--- config.mk ---
export PLATFORM = sky130hd
export DESIGN_NAME = load_store_unit
export DESIGN_NICKNAME = d
export VERILOG_FILES = /design/src/rtl/load_store_unit.sv
export SDC_FILE = /design/constraint.sdc
export NUM_CORES = 1
export LEC_CHECK = 0
export ABC_AREA = 1
export CAP_MARGIN = 30
export CORE_ASPECT_RATIO = 1.4
export CORE_MARGIN = 2
export CORE_UTILIZATION = 44
export CTS_CLUSTER_DIAMETER = 200
export DETAILED_ROUTE_END_ITERATION = 8
export GPL_TIMING_DRIVEN = 1
export PLACE_DENSITY_LB_ADDON = 0.3
export SYNTH_ARGS = -nofsm -noshare
export SYNTH_HDL_FRONTEND = slang
export SYNTH_SLANG_ARGS = --single-unit
--- constraint.sdc ---
create_clock -name clk -period 1.5 [get_ports clk]
set_input_delay 0.45 -clock clk [delete_from_list [all_inputs] [get_ports clk]]
set_output_delay 0.45 -clock clk [all_outputs]
set_load 0.02 [all_outputs]
--- src/rtl/load_store_unit.sv ---
// load_store_unit
//   Data-bus access stage used by the control unit during execute. Converts
//   the load/store strobes, f3 and the ALU address into one word-aligned,
//   byte-enabled req/ack bus transaction, holds stall until it completes and
//   returns sign/zero-extended load data that stays stable through write-back.
//
//   Optional feature macro: LSU_MISALIGN_TRAP_EN
//     defined   : misaligned H/HU/SH (addr[0]) and W/SW (addr[1:0]) accesses
//                 raise access_fault and never reach the bus.
//     undefined : H ignores addr[0], W ignores addr[1:0] (aligned-down access).
//
// Parameters
//   TIMEOUT_CYCLES : BUSY cycles without mem_ack before abort (0 = never).
//
// Ports
//   clk, rst        : clock, asynchronous active-low reset
//   exec, re, we    : execute state, load strobe, store strobe
//   f3              : width/sign (0 B, 1 H, 2 W, 4 BU, 5 HU)
//   addr, wdata     : byte address, store data
//   stall           : hold the control unit
//   rdata           : extended load result (held until next load completes)
//   access_fault    : one-cycle pulse for an illegal access
//   bus_error       : one-cycle pulse on timeout
//   mem_req/mem_we/mem_addr/mem_be/mem_wdata : bus request side
//   mem_ack/mem_rdata                         : bus response side
module load_store_unit #(
    parameter int unsigned TIMEOUT_CYCLES = 0
) (
    input  logic        clk,
    input  logic        rst,
    input  logic        exec,
    input  logic        re,
    input  logic        we,
    input  logic [2:0]  f3,
    input  logic [31:0] addr,
    input  logic [31:0] wdata,
    output logic        stall,
    output logic [31:0] rdata,
    output logic        access_fault,
    output logic        bus_error,
    output logic        mem_req,
    output logic        mem_we,
    output logic [31:0] mem_addr,
    output logic [3:0]  mem_be,
    output logic [31:0] mem_wdata,
    input  logic        mem_ack,
    input  logic [31:0] mem_rdata
);

    typedef enum logic [1:0] {IDLE, BUSY, DONE} state_t;

    localparam logic [31:0] TMO_LAST = (TIMEOUT_CYCLES == 0) ? 32'd0 : 32'(TIMEOUT_CYCLES - 1);

    state_t      state, state_nxt;
    logic        starting;
    logic        legal;
    logic        misaligned;
    logic        tmo_hit;
    logic [1:0]  lane_off;
    logic [1:0]  off_q;
    logic [2:0]  f3_q;
    logic        load_q;
    logic [31:0] tmo_cnt;

    // f3/strobe legality, independent of alignment.
    function automatic logic f3_ok(input logic r, input logic w, input logic [2:0] f);
        logic ok;
        if (r && w)
            ok = 1'b0;
        else if (w)
            ok = (f <= 3'd2);
        else
            ok = (f != 3'd3) && (f != 3'd6) && (f != 3'd7);
        return ok;
    endfunction

    function automatic logic [3:0] lane_be(input logic [1:0] size, input logic [1:0] a);
        logic [3:0] be;
        case (size)
            2'd0:    be = 4'b0001 << a;
            2'd1:    be = a[1] ? 4'b1100 : 4'b0011;
            default: be = 4'b1111;
        endcase
        return be;
    endfunction

    function automatic logic [31:0] lane_data(input logic [1:0] size, input logic [31:0] d);
        logic [31:0] r;
        case (size)
            2'd0:    r = {4{d[7:0]}};
            2'd1:    r = {2{d[15:0]}};
            default: r = d;
        endcase
        return r;
    endfunction

    // Bring the addressed lane down to bit 0, then extend by f3[2] (1 = zero).
    function automatic logic [31:0] extend_load(input logic [31:0] word,
                                                input logic [1:0]  off,
                                                input logic [2:0]  f);
        logic [31:0]        sh;
        logic signed [31:0] ext;
        sh = word >> {off, 3'b000};
        case (f[1:0])
            2'd0:    ext = f[2] ? $signed({24'd0, sh[7:0]})  : 32'($signed(sh[7:0]));
            2'd1:    ext = f[2] ? $signed({16'd0, sh[15:0]}) : 32'($signed(sh[15:0]));
            default: ext = $signed(sh);
        endcase
        return $unsigned(ext);
    endfunction

`ifdef LSU_MISALIGN_TRAP_EN
    assign misaligned = ((f3[1:0] == 2'd1) && addr[0]) ||
                        ((f3[1:0] == 2'd2) && (addr[1:0] != 2'd0));
`else
    assign misaligned = 1'b0;
`endif

    assign mem_req = (state == BUSY);

    always_comb begin
        starting  = (state == IDLE) && exec && (re || we);
        legal     = f3_ok(re, we, f3) && !misaligned;
        tmo_hit   = (TIMEOUT_CYCLES != 0) && (tmo_cnt == TMO_LAST);
        // Aligned-down byte offset of the accessed lane.
        case (f3[1:0])
            2'd0:    lane_off = addr[1:0];
            2'd1:    lane_off = {addr[1], 1'b0};
            default: lane_off = 2'd0;
        endcase
        state_nxt = state;
        case (state)
            IDLE:    if (starting) state_nxt = legal ? BUSY : DONE;
            BUSY:    if (mem_ack || tmo_hit) state_nxt = DONE;
            DONE:    state_nxt = IDLE;
            default: state_nxt = IDLE;
        endcase
        // Gated by rst so an asynchronous reset releases the control unit at once.
        stall = rst && (starting || (state == BUSY));
    end

    always_ff @(posedge clk or negedge rst) begin
        if (!rst)
            state <= IDLE;
        else
            state <= state_nxt;
    end

    // ---- request capture (IDLE) / completion (BUSY) ----
    always_ff @(posedge clk or negedge rst) begin
        if (!rst) begin
            rdata        <= '0;
            access_fault <= 1'b0;
            bus_error    <= 1'b0;
            mem_we       <= 1'b0;
            mem_addr     <= '0;
            mem_be       <= '0;
            mem_wdata    <= '0;
            off_q        <= '0;
            f3_q         <= '0;
            load_q       <= 1'b0;
            tmo_cnt      <= '0;
        end else begin
            access_fault <= starting && !legal;
            // mem_ack takes priority over an expiring timeout.
            bus_error    <= (state == BUSY) && !mem_ack && tmo_hit;
            if (starting && legal) begin
                mem_addr  <= {addr[31:2], 2'b00};
                mem_be    <= lane_be(f3[1:0], addr[1:0]);
                mem_we    <= we;
                mem_wdata <= lane_data(f3[1:0], wdata);
                off_q     <= lane_off;
                f3_q      <= f3;
                load_q    <= re;
                tmo_cnt   <= '0;
            end else if (state == BUSY) begin
                tmo_cnt   <= tmo_cnt + 32'd1;
            end
            if ((state == BUSY) && mem_ack && load_q)
                rdata <= extend_load(mem_rdata, off_q, f3_q);
        end
    end

endmodule

Word level (Yosys, flattened, before mapping)
Index checks and enable logic that the tools add are counted.
{"block": "totals", "reg_bits": 108, "latchBits": 0, "ram_bits": 0, "rom_bits": 0, "inputBits": 105, "out_inout_bits": 105, "word_cells": 51, "n_memories": 0}
{"block": "classes", "addsub": 0, "mul": 0, "n_div": 0, "order_cmp": 1, "eq_ne": 8, "shifts": 2, "muxes": 13, "n_bitwise": 0, "reduce_logical": 17}
{"operator": "one-hot mux 32 bit (2 select lines)", "count": 2}
{"operator": "2-to-1 mux 32 bit", "count": 2}
{"operator": ">> shifter 32 x 5 -> 32 bit", "count": 1}
{"operator": "logical AND 1 bit", "count": 10}
{"operator": "one-hot mux 2 bit (2 select lines)", "count": 2}
{"operator": "one-hot mux 4 bit (2 select lines)", "count": 1}
{"operator": "== test 2 x 1 -> 1 bit, second input constant", "count": 3}
{"operator": "logical NOT 2 bit", "count": 3}
{"operator": "2-to-1 mux 2 bit", "count": 3}
{"operator": "inequality test 3 bit, second input constant", "count": 2}
{"operator": "2-to-1 mux 4 bit", "count": 1}
{"operator": "<< shifter 1 x 2 -> 4 bit, first input constant", "count": 1}
{"operator": "less-or-equal comparator 3 x 2 -> 1 bit, second input constant", "count": 1}
{"operator": "inequality test 3 x 2 -> 1 bit, second input constant", "count": 1}
{"operator": "logical OR 1 bit", "count": 2}
{"operator": "2-to-1 mux 1 bit", "count": 2}
{"operator": "inequality test 2 x 1 -> 1 bit, second input constant", "count": 1}
{"operator": "inequality test 2 bit, second input constant", "count": 1}
{"operator": "AND reduction 2 bit", "count": 1}
{"operator": "logical NOT 1 bit", "count": 1}

Longest topological paths before layout
{"block": "depth", "word_depth": 8, "ltp_mapped": 10, "mapped_depth_nobuf": 7}

Least setup slack after synthesis
Ideal clock, no wire load.
{"block": "synth_timing", "path_kind": "input port to output port", "start": "input port re", "end": "output port stall", "arrival_time_ps": 1157, "t_required_ps": 1050, "path_slack_ps": -107, "stages": 4, "cell_sequence": "inv_1 nand2_1 nand3_1 a21boi_0"}
{"block": "synth_via", "elab_chain_len": 4}
{"element": "start: declaration", "line": "32", "rtl": "input logic re,"}
{"element": "logical OR 1 bit", "line": "122", "rtl": "starting = (state == IDLE) && exec && (re || we);"}
{"element": "logical AND 1 bit", "line": "122"}
{"element": "logical OR 1 bit", "line": "139", "rtl": "stall = rst && (starting || (state == BUSY));"}
{"element": "logical AND 1 bit", "line": "139"}
{"element": "end: declaration", "line": "37", "rtl": "output logic stall,"}
Every way passes these cells.

Worst setup path after layout
{"block": "layout_timing", "start": "register state[0]", "end": "register mem_wdata[8]"}
{"block": "layout_via", "elab_chain_len": 4}
{"element": "start: declaration", "line": "54", "rtl": "state_t state, state_nxt;"}
{"element": "start signal: assignment", "line": "146", "rtl": "state <= state_nxt;"}
{"element": "logical NOT 2 bit", "line": "122"}
{"element": "logical AND 1 bit (2 in a row)", "line": "122"}
{"element": "logical AND 1 bit", "line": "167", "rtl": "if (starting && legal) begin"}
{"element": "end signal: assignment", "line": "171", "rtl": "mem_wdata <= lane_data(f3[1:0], wdata);"}
{"element": "end: declaration", "line": "45", "rtl": "output logic [31:0] mem_wdata,"}
Every way passes these cells.
A chain may end at the register's enable or synchronous reset.

==> impl_table.tex <==
\begin{tabular}{lr}
\hline
Metric & Value \\
\hline
\multicolumn{2}{l}{\textbf{Status}} \\
Result of the run & complete, but fails checks \\
Violations in the final reports & negative setup slack \\
\multicolumn{2}{l}{\textbf{Synth}} \\
Netlist Area Pre-Place & 5260 um\^{}2 \\
Most numerous cell types in the synthesized netlist & 328 x sky130\_fd\_sc\_hd\_\_nand2\_1, 108 x sky130\_fd\_sc\_hd\_\_dfrtp\_1, 49 x sky130\_fd\_sc\_hd\_\_nand3\_1, 48 x sky130\_fd\_sc\_hd\_\_inv\_1 \\
Post-Synth Simple-Gate Area & 33.3\% \\
Main combinational cell family by area after synthesis & simple AND/OR/NAND/NOR gates \\
Synth Area in Adders & 0\% \\
Largest cells by area after synthesis & sky130\_fd\_sc\_hd\_\_dfrtp\_1 51\%, sky130\_fd\_sc\_hd\_\_nand2\_1 23\%, sky130\_fd\_sc\_hd\_\_nand3\_1 4.7\% \\
Fraction of the mapped netlist area in compound gates & 7.15\% \\
Most used flip-flop cell after synthesis & sky130\_fd\_sc\_hd\_\_dfrtp\_1 \\
Warnings, synthesis & 0 \\
Syn\_area\_per\_cell & 7.55 um\^{}2 \\
Mapped Cells & 697 \\
Sequential element share of the synthesized area & 51.3\% \\
Number of synthesized flops with an enable pin & 0 \\
Yosys top cell area share & 51.3\% \\
Cell accounting for the most synthesized area & sky130\_fd\_sc\_hd\_\_dfrtp\_1 \\
Most frequent cell after synthesis & sky130\_fd\_sc\_hd\_\_nand2\_1 \\
XOR/XNOR share of the synthesized area & 0\% \\
Async SR Flop Fraction & 100\% \\
Distinct cell type count of the synthesized netlist & 24 \\
Post-synthesis register bit count & 108 \\
Fraction of synthesized area in multiplexers & 0\% \\
\multicolumn{2}{l}{\textbf{Worst setup path}} \\
CP max FO & 6 \\
Critical path start-end classification & register to register \\
Reg2Reg Depth & 9 \\
Required arrival time at the worst endpoint & 1.73 ns \\
Data arrival time of the critical path & 1.99 ns \\
Origin of the critical flop-to-flop path & state[0] \\
Startpoint class of the critical path & register \\
Worst flop-to-flop path endpoint & mem\_wdata[8] \\
R2R setup slack & -0.25 ns \\
Element type at the critical path end & register \\
\multicolumn{2}{l}{\textbf{Finish}} \\
Post-layout net count & 1053 \\
Layout-stage area growth over the synthesis result & 54.8\% \\
Count of antenna diodes in the layout & 0 \\
Area of combinational cells with multiple inputs & 2190 um\^{}2 \\
Filler cell count in the final layout & 982 \\
Footprint of the flip-flops and latches & 2700 um\^{}2 \\
Finished layout cell area & 8150 um\^{}2 \\
Share of cells above drive strength 1 & 22.8\% \\
Final standard cell utilization of the core & 69.3\% \\
\multicolumn{2}{l}{\textbf{Placed design}} \\
Weighted congestion at the end of routability-driven global placement & 0.937 \\
Detailed placer's ending HPWL & 11500 um \\
Number of I/O port buffers & 206 \\
Area of placed instances & 7800 um\^{}2 \\
Setup Slack @ Placement & -0.827 ns \\
\multicolumn{2}{l}{\textbf{Timing}} \\
Number of failing setup endpoints in the final timing report & 89 \\
Period utilization & 117\% \\
RSZ-0062 raised after global routing & yes \\
Hold WS & 0.363 ns \\
Final worst-path setup slack & -0.252 ns \\
Final worst path period need & 1.75 ns \\
Fin Clk Skew & 0.00846 ns \\
Final hold vios & 0 \\
Maximum operating frequency & 571 MHz \\
Final-report max-slew violation count & 0 \\
Transition time at the pin with the least slew margin & 0.836 ns \\
Max transition margin & 44.3\% \\
\multicolumn{2}{l}{\textbf{Pwr}} \\
Worst-case vdd ir drop & 819 uV \\
Relative contribution of sequential cells to total power & 36.6\% \\
Relative contribution of combinational cells to total power & 45.2\% \\
Static power due to leakage & 4.37 nW \\
Net switching component of the power & 5.05 mW \\
Final total power & 12.5 mW \\
Clock Power Share & 18.2\% \\
Power Internal & 7.45 mW \\
Switching power share of the total & 40.4\% \\
Pwr Density & 1530 nW/um\^{}2 \\
\multicolumn{2}{l}{\textbf{Drt}} \\
Per-cell via count in the routed design & 4.99 \\
Routed WL per cell & 15.4 um \\
Via count of the routed design & 5491 \\
Remaining routing DRC violations & 0 \\
Number of nets with antenna violations after detailed routing & 0 \\
DRC marker count from the first detailed-route iteration & 256 \\
TritonRoute pass-1 iters & 5 \\
Aggregate routed wire length & 17000 um \\
\multicolumn{2}{l}{\textbf{Global route}} \\
Total global routing overflow & 0 \\
Total global-route track usage & 24.6\% \\
First-pass GRT wire length & 24500 um \\
Antenna violations before repair & 0 \\
Maximum number of pins on one net before global-route repair & 65 \\
Via count of the first global-routing pass & 5112 \\
\multicolumn{2}{l}{\textbf{Clock tree}} \\
Reg clk slew, reported paths & 0.08 ns \\
Clock Sinks & 108 \\
Clock tree from TritonCTS & yes \\
CTS HTree Levels & 3 \\
Clock buffers created by TritonCTS & 9 \\
Maximum buffer depth of the clock tree & 2 \\
Clock network latency to the later pin of the worst-skew pair & 0.35 ns \\
Hold bufs inserted after CTS & 0 \\
Root Buffer & sky130\_fd\_sc\_hd\_\_clkbuf\_16 \\
\multicolumn{2}{l}{\textbf{Worst hold path}} \\
Class of the tightest hold or removal check & input pin to async pin \\
\multicolumn{2}{l}{\textbf{Floorplan}} \\
Number of rows in the core area & 47 \\
Die Outline Area & 12900 um\^{}2 \\
Number of I/O pins & 210 \\
Vertical die dimension & 133 um \\
Core Box Area & 11800 um\^{}2 \\
Width of the die & 96.4 um \\
Initial Utilization & 44.8\% \\
\multicolumn{2}{l}{\textbf{Run}} \\
Max-cap check violation count & 0 \\
\hline
\end{tabular}
-- metrics by stage --
stage          setup TNS, ns  std cells
6_report              -13.89       1100
5_1_grt               -21.11       1100
4_1_cts               -0.363       1081
3_5_place_dp          -52.82       1064
3_3_place_gp          -50.91       1064
2_1_floorplan              0        699
-- worst max-delay path by stage --
stage | startpoint | end | cells past startpoint
after floorplan | re | stall | 4
after global placement | re | stall | 6
after detailed placement | re | stall | 6
after CTS | state[1] | stall | 4
after global routing | state[0] | mem_wdata[8] | 9
final | state[0] | mem_wdata[8] | 9
-- worst max-delay path, cell delays in order (launching register included) --
cell,delay (ns)
sky130_fd_sc_hd__dfrtp_1,0.41
sky130_fd_sc_hd__nor2_2,0.14
sky130_fd_sc_hd__nand3_2,0.09
sky130_fd_sc_hd__buf_4,0.15
sky130_fd_sc_hd__buf_6,0.12
sky130_fd_sc_hd__nor2_4,0.22
sky130_fd_sc_hd__clkinv_4,0.18
sky130_fd_sc_hd__buf_12,0.18
sky130_fd_sc_hd__nand2_1,0.07
sky130_fd_sc_hd__o21ai_1,0.08
-- registers in the layout, summed over array words and instances (netlist names) --
name / count
access_fault: 1
off_q: 2
rdata: 32
state: 2
f3_q: 3
load_q: 1
mem_be: 4
mem_addr: 30
mem_wdata: 32
mem_we: 1
-- area by class of cell --
cell class / count / area share (%)
multi-input cells: 501 / 26.8
repair inverters: 2 / 0.184
well taps: 147 / 2.26
inverters: 50 / 2.36
clock inverters: 6 / 0.599
flip-flops and latches: 108 / 33.2
clock buffers: 10 / 2.81
repair buffers: 276 / 31.8
-- power by group through the flow --
| stage | combinational (mW) | clock [mW] | sequential [mW] |
|---|---|---|---|
| finish | 5.65 | 2.27 | 4.58 |
| global route | 6.15 | 2.44 | 4.71 |
| CTS | 5.82 | 2.31 | 4.58 |
| detailed placement | 6.28 | 0 | 4.61 |
| global placement | 6.20 | 0 | 4.59 |
| floorplan | 1.81 | 0 | 5.83 |
-- logic make-up after synthesis --
logic type,Yosys count
buffers and inverters,90
AO/OA/AOI/OAI,72
AND/OR/NAND/NOR,426
flip-flops,108
other,1
-- placed cells by master, fill, tap and decap left out, drive strengths merged --
cell type,Yosys,routed
a21boi,1,1
a21oi,18,18
nand4,2,2
a31oi,7,7
dfrtp,108,108
o21a,1,1
a211oi,1,1
nand2,328,328
clkdlybuf4s50,0,98
inv,50,53
clkbuf,11,83
clkdlybuf4s15,0,34
o21ai,44,44
clkinv,0,3
nand3,50,50
dlymetal6s2s,0,1
conb,1,3
buf,29,66
clkinvlp,0,2
dlygate4sd2,0,4
nor2,22,22
or2,24,24
-- repair_timing --
| action | CTS | global route |
|---|---|---|
| pin swaps | 6 | 4 |
| endpoints found under the hold margin | 0 | 0 |
| setup endpoints to repair | 177 | 168 |
| gates cloned | 0 | 13 |
| buffers inserted | 1 | 6 |
| resized for setup | 234 | 100 |
-- per-layer routing --
metal | vias up | track usage [%] | share of wire [%]
met1 | 2558 | 29.1 | 37
met3 | 36 | 6.90 | 8.1
li1 | 2660 | - | -
met2 | 237 | 41.9 | 52
met5 | - | 0 | 0
met4 | 0 | 9.08 | 2.7
Power figures use the tool's default switching activity.
